### config.mk
export PLATFORM = sky130hd
export DESIGN_NAME = i2s_fifo_tx
export DESIGN_NICKNAME = d
export VERILOG_FILES = /design/src/rtl/i2s_fifo_tx.sv
export SDC_FILE = /design/constraint.sdc
export NUM_CORES = 1
export LEC_CHECK = 0
export ABC_AREA = 1
export BUFFER_PORTS_ARGS = -buffer_cell sky130_fd_sc_hd__buf_2
export CAP_MARGIN = 10
export CORE_MARGIN = 2
export CORE_UTILIZATION = 52
export DETAILED_ROUTE_END_ITERATION = 6
export PLACE_DENSITY = 0.75
export SLEW_MARGIN = 20
export SYNTH_ARGS = -nofsm -noshare
export SYNTH_HDL_FRONTEND = slang
export SYNTH_SLANG_ARGS = --single-unit
export TNS_END_PERCENT = 50
### constraint.sdc
create_clock -name clk -period 2.02 [get_ports clk]
set_input_delay 0.202 -clock clk [delete_from_list [all_inputs] [get_ports clk]]
set_output_delay 0.202 -clock clk [all_outputs]
set_load 0.005 [all_outputs]
### src/rtl/i2s_fifo_tx.sv
// rtl/i2s_fifo_tx.sv - I2S transmitter draining the audio sample FIFO
// Builds sclk/lrclk from clk; an empty FIFO on a left slot mutes the whole L/R pair.
module i2s_fifo_tx #(
  parameter int DATA_WIDTH = 16,
  parameter int SLOT_BITS  = 32,
  parameter int CLK_DIV    = 2
) (
  input  logic                  clk,
  input  logic                  rst_a,
  input  logic                  enable,
  input  logic                  fifo_empty,
  input  logic [DATA_WIDTH-1:0] fifo_data,
  output logic                  fifo_rd_en,
  output logic                  sclk,
  output logic                  lrclk,
  output logic                  sdata,
  output logic                  underrun,
  input  logic                  underrun_clr
);

  localparam int CW = (CLK_DIV > 1) ? $clog2(CLK_DIV) : 1;
  localparam int BW = $clog2(SLOT_BITS);
  localparam logic [CW-1:0] CNT_MAX   = CW'(CLK_DIV - 1);
  localparam logic [BW-1:0] BIT_MAX   = BW'(SLOT_BITS - 1);
  localparam logic [BW-1:0] BIT_LAST  = BW'(DATA_WIDTH);

  typedef enum logic [1:0] {S_IDLE, S_REQ, S_CAPTURE} state_t;

  logic [CW-1:0]         r_cnt;
  logic                  r_sclk;
  logic                  r_lrclk;
  logic                  r_sdata;
  logic [BW-1:0]         r_bit_cnt;
  logic [DATA_WIDTH-1:0] r_shadow;
  logic [DATA_WIDTH-1:0] r_shift;
  logic                  r_mute_pair;
  logic                  r_underrun;
  state_t                r_state;
  state_t                w_state_nxt;

  logic          w_fall;
  logic [BW-1:0] w_bit_nxt;
  logic          w_slot_start;
  logic          w_load;
  logic          w_shift_bit;
  logic          w_req;
  logic          w_mute_skip;
  logic          w_empty_evt;

  assign w_fall       = enable & r_sclk & (r_cnt == CNT_MAX);
  assign w_bit_nxt    = (r_bit_cnt == BIT_MAX) ? '0 : r_bit_cnt + BW'(1);
  assign w_slot_start = w_fall & (w_bit_nxt == '0);
  assign w_load       = w_fall & (w_bit_nxt == BW'(1));
  assign w_shift_bit  = w_fall & (w_bit_nxt >= BW'(2)) & (w_bit_nxt <= BIT_LAST);

  // A muted pair skips the right-slot fetch so the FIFO stays aligned to left words.
  assign w_req        = enable & (r_state == S_REQ);
  assign w_mute_skip  = r_lrclk & r_mute_pair;
  assign w_empty_evt  = w_req & ~w_mute_skip & fifo_empty;

  always_ff @(posedge clk or posedge rst_a) begin
    if (rst_a) begin
      r_cnt     <= '0;
      r_sclk    <= 1'b0;
      r_lrclk   <= 1'b1;
      r_sdata   <= 1'b0;
      r_bit_cnt <= BIT_MAX;
      r_shift   <= '0;
    end else if (!enable) begin
      r_cnt     <= '0;
      r_sclk    <= 1'b0;
      r_lrclk   <= 1'b1;
      r_sdata   <= 1'b0;
      r_bit_cnt <= BIT_MAX;
    end else begin
      if (r_cnt == CNT_MAX) begin
        r_cnt  <= '0;
        r_sclk <= ~r_sclk;
      end else begin
        r_cnt <= r_cnt + CW'(1);
      end
      if (w_fall) begin
        r_bit_cnt <= w_bit_nxt;
        if (w_bit_nxt == '0)
          r_lrclk <= ~r_lrclk;
        if (w_load) begin
          r_sdata <= r_shadow[DATA_WIDTH-1];
          r_shift <= {r_shadow[DATA_WIDTH-2:0], 1'b0};
        end else if (w_shift_bit) begin
          r_sdata <= r_shift[DATA_WIDTH-1];
          r_shift <= {r_shift[DATA_WIDTH-2:0], 1'b0};
        end else begin
          r_sdata <= 1'b0;
        end
      end
    end
  end

  always_ff @(posedge clk or posedge rst_a) begin
    if (rst_a)
      r_state <= S_IDLE;
    else if (!enable)
      r_state <= S_IDLE;
    else
      r_state <= w_state_nxt;
  end

  always_comb begin
    w_state_nxt = r_state;
    case (r_state)
      S_IDLE:    if (w_slot_start) w_state_nxt = S_REQ;
      S_REQ:     w_state_nxt = (!w_mute_skip && !fifo_empty) ? S_CAPTURE : S_IDLE;
      S_CAPTURE: w_state_nxt = S_IDLE;
      default:   w_state_nxt = S_IDLE;
    endcase
  end

  always_comb begin
    fifo_rd_en = 1'b0;
    if (w_req && !w_mute_skip && !fifo_empty)
      fifo_rd_en = 1'b1;
  end

  always_ff @(posedge clk or posedge rst_a) begin
    if (rst_a) begin
      r_shadow    <= '0;
      r_mute_pair <= 1'b0;
      r_underrun  <= 1'b0;
    end else begin
      if (w_empty_evt)
        r_underrun <= 1'b1;
      else if (underrun_clr)
        r_underrun <= 1'b0;

      if (!enable) begin
        r_mute_pair <= 1'b0;
      end else if (w_req) begin
        if (w_mute_skip) begin
          r_shadow    <= '0;
          r_mute_pair <= 1'b0;
        end else if (fifo_empty) begin
          r_shadow <= '0;
          if (!r_lrclk)
            r_mute_pair <= 1'b1;
        end
      end else if (r_state == S_CAPTURE) begin
        r_shadow <= fifo_data;
      end
    end
  end

  assign sclk     = r_sclk;
  assign lrclk    = r_lrclk;
  assign sdata    = r_sdata;
  assign underrun = r_underrun;

endmodule

# After elaboration in Yosys (flattened, before gate mapping)
# Index checks and enable logic that the tools add are counted.
totals:
  regBits: 45
  latchBits: 0
  mem_bits_rw: 0
  rom_bits: 0
  input_bits: 21
  output_inout_bits: 5
  word_cells: 85
  n_memories: 0
classes:
  add_sub_neg: 2
  mul: 0
  div_mod_pow: 0
  magnitude_cmp: 2
  eq_ne: 12
  n_shift: 0
  n_mux: 32
  bitwise: 13
  n_reduce_logical: 14
ops:
  columns: ["operator", "n"]
  rows:
  - ["two-way mux 16 bit", 6]
  - ["two-way mux 1 bit", 19]
  - ["two-way mux 5 bit", 3]
  - ["bitwise AND 1 bit", 10]
  - ["AND reduction 3 bit", 3]
  - ["!= test 2 x 1 -> 1 bit (second input constant)", 4]
  - ["two-way mux 2 bit", 3]
  - ["!= test 3 x 2 -> 1 bit (second input constant)", 2]
  - ["nonzero test 2 bit", 3]
  - ["adder 5 x 1 -> 5 bit (second input constant)", 1]
  - ["equality test 5 x 1 -> 1 bit (second input constant)", 1]
  - ["equality test 5 bit (second input constant)", 1]
  - ["greater-or-equal comparator 5 x 2 -> 1 bit (second input constant)", 1]
  - ["<= comparator 5 bit (second input constant)", 1]
  - ["zero test 5 bit", 1]
  - ["case mux 2 bit (2 select lines)", 1]
  - ["logical AND 1 bit", 3]
  - ["!= test 3 x 1 -> 1 bit (second input constant)", 1]
  - ["!= test 3 bit (second input constant)", 1]
  - ["NOT 1 bit", 3]
  - ["equality test 2 x 1 -> 1 bit (second input constant)", 1]
  - ["equality test 2 bit (second input constant)", 1]
  - ["zero test 1 bit", 2]
  - ["zero test 2 bit", 1]
  - ["other kinds (2)", 2]

# Depth between registers and ports, before layout
logic_depth:
  word_depth: 9
  depth_mapped: 15
  depth_no_buf: 14

# Least setup slack after synthesis
# Ideal clock, no wire load.
synth_path:
  kind: "register to register"
  from: "reg r_bit_cnt[0]"
  to: "reg r_shift[15]"
  setup_ns: 0.116
  arrival_ns: 1.993
  t_required_ns: 1.904
  slack_ns: -0.090
  stages_incl_launch_ff: 14
  n_path_buf: 1
  period_less_slack_ns: 2.110
  cell_sequence: "dfstp_2 -> ha_1 -> nand2_1 -> nor2_1 -> ha_1 -> nor2_2 -> nand2_2 -> nor2_4 -> nand3_4 -> buf_6 -> nand2_1 -> o21ai_1 -> nand2_1 -> nand2_1"
synth_between:
  elab_chain_len: 7
  word_cells_on_any_way: 12
  cone_classes: "add/sub (1); order compare (2); eq/ne (2); mux (2); bitwise (3); reduce/logical (2)"
synth_lines:
  columns: ["item", "line", "text"]
  rows:
  - ["start: declaration", "33", "logic [BW-1:0] r_bit_cnt;"]
  - ["start signal: assignment", "83", "r_bit_cnt <= w_bit_nxt;"]
  - ["adder 5 x 1 -> 5 bit / equality test 5 bit (equally long branches)", "51", "assign w_bit_nxt = (r_bit_cnt == BIT_MAX) ? '0 : r_bit_cnt + BW'(1);"]
  - ["two-way mux 5 bit (*)", "51", null]
  - ["greater-or-equal comparator 5 x 2 -> 1 bit", "54", "assign w_shift_bit = w_fall & (w_bit_nxt >= BW'(2)) & (w_bit_nxt <= BIT_LAST);"]
  - ["bitwise AND 1 bit (2 in series)", "54", null]
  - ["nonzero test 2 bit (no line)", null, null]
  - ["AND reduction 3 bit (no line)", null, null]
  - ["end signal: assignment", "88", "r_shift <= {r_shadow[DATA_WIDTH-2:0], 1'b0};"]
  - ["end signal: assignment", "91", "r_shift <= {r_shift[DATA_WIDTH-2:0], 1'b0};"]
  - ["end: declaration", "35", "logic [DATA_WIDTH-1:0] r_shift;"]
# Mark *: on every way between the ends. The rest lies on a longest branch, timed or not.
# A chain may end at the register's enable or synchronous reset.

# Final worst setup path
layout_path:
  from: "reg r_bit_cnt[1]"
  to: "reg r_shift[9]"
# The elaborated chain is that of the path after synthesis.

==> results.py <==
metrics = {
    "synth": {
        "synth_top_family_by_area": "simple AND/OR/NAND/NOR gates",
        "yosysSeqAreaShare_pct": 50.2,
        "yosysTopAreaCell": "dfrtp_1",
        "async_flop_share_pct": 100,
        "synth_compound_area_share_pct": 10.8,
        "yosys_most_used_dff": "dfrtp_1",
        "synthCells": 258,
        "syn_nets": 284,
        "synth_area_um2": 2210,
        "synth_area_leaders": "dfrtp_1, nand2_1, nand3_1",
        "synth_cell_types": 28,
        "yosys.area_share.adder_pct": 2.83,
        "yosys.area_share.simple_pct": 27.1,
        "synthMuxAreaShare_pct": 0,
        "synth_edf_count": 0,
        "synth_area_per_cell_um2": 8.56,
        "yosys_warnings": 0,
        "synth.top_cell.area_share_pct": 43.0,
        "ys_seq_elements": 44,
        "synth_xor_area_share_pct": 0,
    },
    "global_route": {
        "grt.total_usage_pct": 20.8,
        "grt_first_pass_wirelength_um": 7970,
        "antenna_found_initial": 0,
        "first_global_vias": 1795,
        "overflow": 0,
        "grt_max_degree": 45,
    },
    "placed_design": {
        "dp.cells": 337,
        "hpwl_um": 2960,
        "portBuffers": 25,
        "gp_congestion": 0.862,
        "dp_slack_ns": -0.0414,
        "placed_area_um2": 2480,
    },
    "drt": {
        "drt_pass1_iterations": 4,
        "vias": 1876,
        "routed_wl_um": 4740,
        "via_per_inst": 5.30,
        "postRouteAntennaNets": 0,
        "drc": 0,
        "drtIter0Drc": 148,
        "wl_per_cell_um": 13.4,
    },
    "pwr": {
        "p_seq_share_pct": 47.0,
        "p_leak_nw": 1.44,
        "switchingPower_w": 0.000741,
        "power.density_nw_per_um2": 865,
        "combPwrFrac_pct": 24.5,
        "clkPwrFrac_pct": 28.5,
        "p_int_w": 0.00173,
        "ir_drop_mv": 0.579,
        "netSwitchingFraction_pct": 30.0,
    },
    "sta": {
        "maxSlewViolCount": 0,
        "maxSlewHeadroom_pct": 50.1,
        "fin_crit_ns": 2.16,
        "hold_viol": 0,
        "setup_ws_ns": -0.135,
        "skew_ns": 0.0144,
        "fmax_mhz": 464,
        "finalSetupViolCount": 16,
        "rsz0062_at_grt": "yes",
        "finalCritPeriodShare_pct": 107,
        "setup_tns_ns": -0.758,
        "tightest_slew_ns": 0.746,
    },
    "worst_setup_path": {
        "end_kind": "register",
        "critPathMaxFanout": 8,
        "critPathArrivalTime_ns": 2.39,
        "crit_required_ns": 2.26,
        "rrSetupSlack_ns": -0.14,
        "crit_type": "register to register",
        "critPathLaunchType": "register",
    },
    "final_layout": {
        "nFillCells": 294,
        "fin_area_um2": 2850,
        "postLayoutCoreUtil_pct": 70.3,
        "fin_cells": 354,
        "areaGrowthSynthToFinish_pct": 29.1,
        "diodes": 0,
        "drive_gt1_share_pct": 33.9,
        "fin_nets": 329,
    },
    "clock_tree": {
        "cts_max_level": 2,
        "hold_buffers": 0,
        "clock_latency_ns": 0.30,
        "clock_sinks": 44,
        "numCtsBuffers": 5,
        "cts_tree": "yes",
        "clk_pin_slew_ns": 0.09,
        "cts_buffer_depth": 2,
        "clockRootBuffer": "clkbuf_8",
    },
    "floorplan": {
        "core.rowCount": 23,
        "ios": 26,
        "die_w_um": 69.2,
        "start_util_pct": 54.5,
        "die_area_um2": 4790,
        "core_area_um2": 4060,
        "fp.dieH_um": 69.2,
    },
    "job": {
        "drv_cap": 0,
    },
    "min_path": {
        "hold_class": "input port to asynchronous set/reset pin",
    },
    "status": {
        "outcome": "complete, but fails checks",
        "failed_checks": "setup timing",
    },
}
## cell families (layout without fill, tap and decap cells)
group           count (synthesis)  count (layout)
simple gates                  125             125
buf+inv                        43              89
fa+ha+maj                       5               5
compound gates                 41              41
flops                          44              44
## power groups by stage
| stage | clock (W) | combinational [W] | sequential [W] |
|---|---|---|---|
| 2_1_floorplan | 0 | 0.000377 | 0.00116 |
| 3_3_place_gp | 0 | 0.000521 | 0.00116 |
| 3_5_place_dp | 0 | 0.000536 | 0.00117 |
| 4_1_cts | 0.000717 | 0.000593 | 0.00116 |
| 5_1_grt | 0.000756 | 0.000685 | 0.00118 |
| 6_report | 0.000703 | 0.000605 | 0.00116 |
## stage by stage
step / hold WS (ns) / power, W
floorplan: 0.268 / 0.00153
global placement: 0.365 / 0.00168
detailed placement: 0.367 / 0.00171
CTS: 0.0417 / 0.00247
global route: 0.0826 / 0.00262
finish: 0.0278 / 0.00247
## layout make-up
type	instances	area (um2)	share of cell area (%)
Inverter	33	124	4.34
Clock inverter	2	38.8	1.36
Multi-Input combinational cell	171	1040	36.5
Timing Repair Buffer	48	394	13.8
Tap cell	50	62.6	2.19
Clock buffer	6	82.6	2.89
Sequential cell	44	1110	38.9
## state kept, by name, summed over array words and instances (netlist names), 2 cells and up
register / flops
r_shadow: 16
r_state: 2
r_bit_cnt: 5
r_shift: 15
## per-layer routing
metal  vias to the layer above  GRT usage, %  routed length (um)  part of all wire (%)
li1                        932             -                   -                     -
met1                       894          27.4                2100                    44
met2                        40          34.0                2380                    50
met3                        10          4.36                 170                   3.6
met4                         0          7.84                  90                   1.9
met5                         -             0                   0                     0
## cell usage in the layout, fill, tap and decap left out, types with 2 or more instances in the layout
cell type,n
a22oi_1,3
ha_1,3
buf_12,2
o21ai_1,18
nand2_1,53
dfrtp_1,38
inv_2,3
nand2_2,6
nand4_1,3
buf_2,25
ha_4,2
o21ai_2,7
o21ai_0,7
nor2_1,10
nand3_1,31
nand3_2,8
nor2_2,2
buf_4,15
nor2_4,4
clkbuf_8,6
buf_6,3
nand2_4,5
dfstp_2,6
buf_16,3
inv_1,30
## path summary, 6_finish.rpt
path                                     startpoint  cells after the start                  endpoint
hold / removal                                rst_a                      3    r_shift[9]$_DFFE_PP0P_
max in group asynchronous                     rst_a                      3  r_bit_cnt[1]$_DFFE_PP1P_
min in group clk                       underrun_clr                      2      underrun$_DFFE_PP0P_
hold reg to reg              r_state[0]$_DFFE_PP0P_                      1    r_state[0]$_DFFE_PP0P_
setup / recovery           r_bit_cnt[1]$_DFFE_PP1P_                     13    r_shift[9]$_DFFE_PP0P_
setup reg to reg           r_bit_cnt[1]$_DFFE_PP1P_                     13    r_shift[9]$_DFFE_PP0P_
## Yosys cell counts, types with 4 or more instances
cell / number
buf_2: 4
buf_6: 4
dfrtp_1: 38
dfstp_2: 6
ha_1: 5
inv_1: 30
nand2_1: 59
nand2_2: 4
nand3_1: 37
nor2_1: 11
o21ai_0: 7
o21ai_1: 21
o21ai_2: 5
## what timing repair did
action / in CTS / in global routing
gates resized for setup: 21 / 8
pin swaps: 9 / 6
buffers inserted: 4 / 2
setup endpoints to repair: 16 / 19
gates cloned: 3 / 0
## critical path: stages, from the launching register on
cell	delay, ns
dfstp_2	0.56
ha_4	0.15
nand2_4	0.05
nor2_4	0.09
ha_4	0.21
nor2_4	0.10
nand2_4	0.07
nor2_4	0.14
nand3_4	0.14
buf_6	0.17
buf_16	0.14
o21ai_4	0.13
nand2_2	0.07
nand2_1	0.07
Power figures use the tool's default switching activity.
